===== src/rtl/switch_debouncer.sv =====
// switch_debouncer
//   Conditions raw slide-switch / push-button inputs before they feed gate
//   exercise logic. Each channel has its own 2-flop synchroniser, a
//   stability-counter debounce FSM, a registered clean level and one-cycle
//   rise/fall pulses. Channels share nothing but the clock and reset.
//
//   Optional feature: define SWITCH_DEBOUNCER_TOGGLE_EN to add toggle_out,
//   a per-channel flop that inverts on every accepted rising edge so a
//   push button can act as a latched input. Without the macro the port and
//   its flops do not exist.
//
// Parameters
//   N_CH           number of independent channels
//   STABLE_CYCLES  cycles the synchronised input must hold before a new level
//                  is accepted (>= 1)
//   CNT_W          stability counter width, 2**CNT_W >= STABLE_CYCLES
//
// Ports
//   clk         system clock
//   rst_n       synchronous reset, active low
//   raw_in      asynchronous switch/button inputs
//   level_out   debounced level, registered
//   rise_out    one-cycle pulse on an accepted 0->1 transition
//   fall_out    one-cycle pulse on an accepted 1->0 transition
//   toggle_out  (SWITCH_DEBOUNCER_TOGGLE_EN only) flips after each rise_out
//
// Debounce FSM, one instance per channel:
//   state     | meaning
//   S_LOW     | accepted level 0, input agrees
//   S_WAIT_HI | accepted level 0, input seen high, counting stable cycles
//   S_HIGH    | accepted level 1, input agrees
//   S_WAIT_LO | accepted level 1, input seen low, counting stable cycles

module switch_debouncer #(
  parameter int N_CH          = 2,
  parameter int STABLE_CYCLES = 1_000_000,
  parameter int CNT_W         = 20
) (
  input  logic            clk,
  input  logic            rst_n,
  input  logic [N_CH-1:0] raw_in,
  output logic [N_CH-1:0] level_out,
  output logic [N_CH-1:0] rise_out,
  output logic [N_CH-1:0] fall_out
`ifdef SWITCH_DEBOUNCER_TOGGLE_EN
  ,
  output logic [N_CH-1:0] toggle_out
`endif
);

  typedef enum logic [1:0] {
    S_LOW     = 2'd0,
    S_WAIT_HI = 2'd1,
    S_HIGH    = 2'd2,
    S_WAIT_LO = 2'd3
  } state_t;

  // Terminal count: the input has been stable for STABLE_CYCLES samples in
  // the wait state once the counter reaches this value. Comparing here
  // instead of at STABLE_CYCLES keeps the counter from ever needing to wrap.
  localparam logic [CNT_W-1:0] CNT_LAST = CNT_W'(STABLE_CYCLES - 1);

  logic [N_CH-1:0] sync1;
  logic [N_CH-1:0] sync2;

  always_ff @(posedge clk) begin
    if (!rst_n) begin
      sync1 <= '0;
      sync2 <= '0;
    end else begin
      sync1 <= raw_in;
      sync2 <= sync1;
    end
  end

  for (genvar i = 0; i < N_CH; i++) begin : g_ch
    state_t           state_q;
    state_t           state_d;
    logic [CNT_W-1:0] cnt_q;
    logic [CNT_W-1:0] cnt_d;
    logic             level_q;
    logic             level_d;
    logic             rise_q;
    logic             rise_d;
    logic             fall_q;
    logic             fall_d;
    logic             in_s;

    assign in_s = sync2[i];

    always_ff @(posedge clk) begin
      if (!rst_n) begin
        state_q <= S_LOW;
        cnt_q   <= '0;
        level_q <= 1'b0;
        rise_q  <= 1'b0;
        fall_q  <= 1'b0;
      end else begin
        state_q <= state_d;
        cnt_q   <= cnt_d;
        level_q <= level_d;
        rise_q  <= rise_d;
        fall_q  <= fall_d;
      end
    end

    always_comb begin
      state_d = state_q;
      cnt_d   = cnt_q;
      level_d = level_q;
      rise_d  = 1'b0;
      fall_d  = 1'b0;

      case (state_q)
        S_LOW: begin
          if (in_s) begin
            state_d = S_WAIT_HI;
            cnt_d   = '0;
          end
        end

        S_WAIT_HI: begin
          if (!in_s) begin
            // Bounce: drop back without touching the level or pulsing.
            state_d = S_LOW;
            cnt_d   = '0;
          end else if (cnt_q == CNT_LAST) begin
            state_d = S_HIGH;
            cnt_d   = '0;
            level_d = 1'b1;
            rise_d  = 1'b1;
          end else begin
            cnt_d = cnt_q + 1'b1;
          end
        end

        S_HIGH: begin
          if (!in_s) begin
            state_d = S_WAIT_LO;
            cnt_d   = '0;
          end
        end

        S_WAIT_LO: begin
          if (in_s) begin
            state_d = S_HIGH;
            cnt_d   = '0;
          end else if (cnt_q == CNT_LAST) begin
            state_d = S_LOW;
            cnt_d   = '0;
            level_d = 1'b0;
            fall_d  = 1'b1;
          end else begin
            cnt_d = cnt_q + 1'b1;
          end
        end

        default: begin
          state_d = S_LOW;
          cnt_d   = '0;
          level_d = 1'b0;
        end
      endcase
    end

    assign level_out[i] = level_q;
    assign rise_out[i]  = rise_q;
    assign fall_out[i]  = fall_q;

`ifdef SWITCH_DEBOUNCER_TOGGLE_EN
    logic toggle_q;

    // Flips on the cycle after the rise pulse is visible.
    always_ff @(posedge clk) begin
      if (!rst_n) begin
        toggle_q <= 1'b0;
      end else if (rise_q) begin
        toggle_q <= ~toggle_q;
      end
    end

    assign toggle_out[i] = toggle_q;
`endif
  end

endmodule


===== config.mk =====
export PLATFORM = sky130hd
export DESIGN_NAME = switch_debouncer
export DESIGN_NICKNAME = d
export VERILOG_FILES = /design/src/rtl/switch_debouncer.sv
export SDC_FILE = /design/constraint.sdc
export NUM_CORES = 1
export LEC_CHECK = 0
export BUFFER_PORTS_ARGS = -buffer_cell sky130_fd_sc_hd__buf_2
export CAP_MARGIN = 40
export CORE_UTILIZATION = 34
export CTS_BUF_LIST = sky130_fd_sc_hd__clkbuf_2
export DETAILED_ROUTE_END_ITERATION = 8
export GPL_TIMING_DRIVEN = 1
export RECOVER_POWER = 100
export SYNTH_ARGS = -nofsm -noshare
export SYNTH_HDL_FRONTEND = slang
export SYNTH_SLANG_ARGS = --single-unit
export TNS_END_PERCENT = 1

===== constraint.sdc =====
create_clock -name clk -period 2.35 [get_ports clk]
set_input_delay 0.47 -clock clk [delete_from_list [all_inputs] [get_ports clk]]
set_output_delay 0.47 -clock clk [all_outputs]
set_load 0.02 [all_outputs]

* Word-level counts from Yosys, hierarchy flattened
Index checks and enable logic that the tools add are counted.
Word-level totals: logic and storage cells 93, output and inout bits 6, input port bits 4, register bits after elaboration 54
Operators by class: equal/unequal tests 24, bitwise logic cells 3, multiplexer cells 38, $add $sub $neg 2, reductions and logical operators 14
Operators by type and width (number):
- $mux 20 | 10
- $pmux 20 s4 | 2
- $add 20x1->20 const B | 2
- $eq 20x20->1 const B | 2
- $mux 2 | 12
- $ne 2x2->1 const B | 12
- $pmux 2 s4 | 2
- $ne 3x3->1 const B | 4
- $mux 1 | 10
- $reduce_and 5->1 | 2
- $eq 2x2->1 const B | 4
- $reduce_and 4->1 | 2
- $reduce_and 3->1 | 2
- $reduce_or 3->1 | 2
- $eq 2x1->1 const B | 2
- $logic_not 2->1 | 2
- $pmux 1 s2 | 2
- $reduce_and 2->1 | 2
- $reduce_bool 2->1 | 2
- $not 1->1 | 3

* Longest topological paths before layout
depth after elaboration 4, depth in mapped cells 8, gate-level depth less buffers 6

* Worst setup path after synthesis
OpenSTA, ideal clock, no wires.
path type flip-flop to flip-flop, start reg g_ch[0].cnt_q[11], end reg g_ch[0].cnt_q[16], stages on the path, launching flop included 7, data required time 2230 ps, data arrival time 1784 ps, library setup time 120 ps, setup slack 447 ps, clock period less this slack 1903 ps, path buffers 1, cells stage by stage dfxtp_1 buf_6 or4b_4 nor4_4 a211oi_2 and3_1 a211o_1
On the way: cells in the longest elaborated chain, start to end 4, elaborated cells on any way between the ends 6, classes of those cells 1 x add/sub; 1 x eq/ne; 4 x mux
RTL lines:
- start, declared | line 79 | logic [CNT_W-1:0] cnt_q;
- start signal, assigned | line 100 | cnt_q <= cnt_d;
- $add 20x1->20 or $eq 20x20->1 (tied branches)
- $mux 20 * | line 127, 148
- $mux 20 (on tied branches) | line 145, 123
- $pmux 20 s4 * | line 114 | case (state_q)
Every way passes the cells marked *; elsewhere a longest branch is shown, timed or not. A chain may end at the register's enable or synchronous reset.

* Worst setup path after layout
start reg g_ch[0].cnt_q[0], end reg g_ch[0].cnt_q[14]
Same word-level chain as after synthesis.

==> impl_metrics.ini <==
[synth]
synth_top_family_by_area = simple AND/OR/NAND/NOR gates
async_flop_share_pct = 0
synth_top_area_share_pct = 39.80
synth_xor_area_share_pct = 0.9673
synth_ff_type = dfxtp_1
synth_cell_type_count = 50
synth_mux_area_share_pct = 2.948
yosysWarnings = 0
avgSynthCellArea_um2 = 8.282
synth-edff-count = 0
syn_area_mm2 = 0.002716
synth_compound_area_share_pct = 17.69
synthCells = 328
synth-adder-area-share_pct = 0.9212
synth_top_area_cell = dfxtp_1
yosys.area_share.simple_pct = 31.46
synth_fp_nets = 334
synth-seq-cells = 54
yosysSeqAreaShare_pct = 39.80
synthTopCellsByArea = dfxtp_1 (40%), a21oi_1 (5.5%), nand3_1 (4.4%)

[finish]
nNetsFinal = 344
syn_to_final_growth_pct = 6.541
final_cell_mix = dfxtp_1 (54), a21oi_1 (30), nand2_1 (29)
final_cells = 441
drive_above_1_share_pct = 8.555
mostFrequentLayoutCell = dfxtp_1
n_antenna_cell = 0
nFillCells = 804
post-route-cell-area_mm2 = 0.002894

[clock_network]
cts_root_buf = clkbuf_2
cts_resized = 0
cts-buffers-inserted = 5
postCtsSetupBuffers = 0
clk_path_buf_depth = 2
clock-sinks = 54
h-tree-depth = 2
clkLatencyLatePin_ns = 0.47
clkSlewWorstSetupHoldPaths_ns = 0.32
hold_buffers = 0
cts_tree = yes

[timing]
tightest_slew_ns = 0.5419
fmax_mhz = 470.8
fin_crit_sh_pct = 90.39
setup_viol = 0
hold_violations = 0
min_period_ns = 2.124
worst_slew_margin_rel_pct = 63.80
fin_skew_ns = 0.03640
rsz0062_at_grt = no
slew_viol_final = 0
setup_tns_ns = 0

[power_and_ir_drop]
vdd_drop_max_uv = 313.8
p_leak_uw = 0.001001
p_int_uw = 1041
power_density_mw_per_mm2 = 492.9
power.switching_uw = 384.9
seq_power_share_pct = 65.6
combPwrFrac_pct = 4.8
clkPwrFrac_pct = 29.6
power_uw = 1426
swShare_pct = 26.98

[detailed_routing]
num_vias = 2338
drt_iter0_drc = 112
drc = 0
vias_per_cell = 5.302
drt-pass1-iter-count = 4
wl_per_cell_um = 12.60
drtAntennaViolNets = 0
routed_wl_mm = 5.556

[placement]
dp_cells = 433
placed_area_mm2 = 0.002859
numPortBuffers = 9
gp_congestion = 0.8326
hpwl_mm = 3.996

[setup_path]
start_kind = flop
rr_worst_depth = 7
crit_required_ns = 2.74
cp-end-kind = flop
r2r_start = g_ch[0].cnt_q[0]
critPathLaunch = g_ch[0].cnt_q[0]
worstSetupEndpoint = g_ch[0].cnt_q[14]
cp_max_fo = 9
worstSetupPathType = flop to flop
reg2reg_slack_ns = 0.23
arrival_ns = 2.52
regToRegEndpoint = g_ch[0].cnt_q[14]

[grt]
grt-ovfl-total = 0
grt_usage_pct = 14.08
grt_pass1_vias = 2114
grt_pass1_wl_mm = 9.715
grt_max_degree = 20
antenna_found_initial = 0

[die]
ios = 10
fp.dieW_um = 91.38
dieArea_mm2 = 0.008350
start_util_pct = 35.15
core_mm2 = 0.007727
placementRows = 32
dieHeight_um = 91.38

[min_path]
min_path_type = input pin to flop

[flow_run]
drv_cap = 0

[status]
status = finished, final reports clean
[cells by family after synthesis]
kind of cell,after synthesis
AO/OA/AOI/OAI,80
AND/OR/NAND/NOR,149
multiplexers,8
flip-flops,54
buffers and inverters,32
adder cells (fa/ha/maj),2
XOR/XNOR,3
[registers in the layout, summed over array words and instances (netlist names), named ones only]
signal	flops
g_ch.state_q	2
sync1	2
g_ch.rise_q	2
g_ch.level_q	2
sync2	2
g_ch.cnt_q	40
g_ch.fall_q	2
[final cells by class]
cell class	instances	area, µm²	area share [%]
clock buffer	5	25.02	0.8647
clock inverter	3	28.78	0.9944
inverter	15	56.30	1.946
multi-input combinational	242	1466	50.67
sequential	54	1081	37.35
tap	102	127.6	4.410
timing repair buffer	20	108.9	3.761
[through the flow]
stage / utilization (%) / worst slack (ns) / hold WS, ns
floorplan: - / 0.4467 / 0.4119
global placement: 37.00 / 0.3121 / 0.4164
detailed placement: 37.00 / 0.2574 / 0.4236
CTS: 37.69 / 0.1821 / 0.1386
global route: 37.45 / 0.02382 / 0.1137
finish: 37.45 / 0.2259 / 0.1678
[power groups by stage]
stage                     Combinational [µW]  Clock (µW)  Sequential, µW
after floorplan                         49.1           0             949
after global placement                  69.8           0             951
after detailed placement                70.8           0             951
after CTS                               71.1         441             936
after global routing                    76.7         477             939
final                                   67.8         422             936
[synth_stat cells, types with 2 or more instances]
cell type,instances
inv_1,15
and2_1,6
a21oi_1,30
nand2b_1,3
nor4_4,2
a211o_1,2
o21a_1,2
or4_1,3
o21ai_0,17
mux2i_1,8
nand4_1,13
buf_4,6
nor4_1,5
a21o_1,3
ha_1,2
dfxtp_1,54
or3_1,6
buf_2,3
nand3_1,24
a22oi_1,2
or2b_1,4
nor3_2,2
clkbuf_1,5
and3_1,10
nor3_1,7
a31oi_1,15
nand3b_1,2
xor2_1,2
nor2_1,20
nor2b_1,2
nand2_1,29
and4_1,4
buf_6,3
[routing by layer]
| metal | share of wire, % | vias up | routed length, µm | GRT usage, % |
|---|---|---|---|---|
| li1 | - | 1217 | - | - |
| met1 | 52 | 1088 | 2908 | 19.22 |
| met2 | 44 | 27 | 2449 | 22.43 |
| met3 | 2.5 | 6 | 138 | 2.764 |
| met4 | 1.1 | 0 | 61 | 3.968 |
| met5 | 0 | - | 0 | 0 |
[worst min path at each step]
stage                   start  endpoint  slack, ns  cells past startpoint
global route        raw_in[0]  sync1[0]       0.11                      2
CTS                 raw_in[1]  sync1[1]       0.14                      2
global placement     sync1[0]  sync2[0]       0.42                      1
floorplan            sync1[0]  sync2[0]       0.41                      1
detailed placement   sync1[1]  sync2[1]       0.42                      1
finish              raw_in[1]  sync1[1]       0.17                      2
[worst max-delay path, cell delays in order (launching register included)]
cell	delay [ns]
dfxtp_1	0.40
ha_1	0.23
nand4_1	0.20
nor4_4	0.09
a211oi_2	0.48
buf_4	0.26
or2b_1	0.23
a31oi_1	0.16
(Power assumes the default switching activity.)
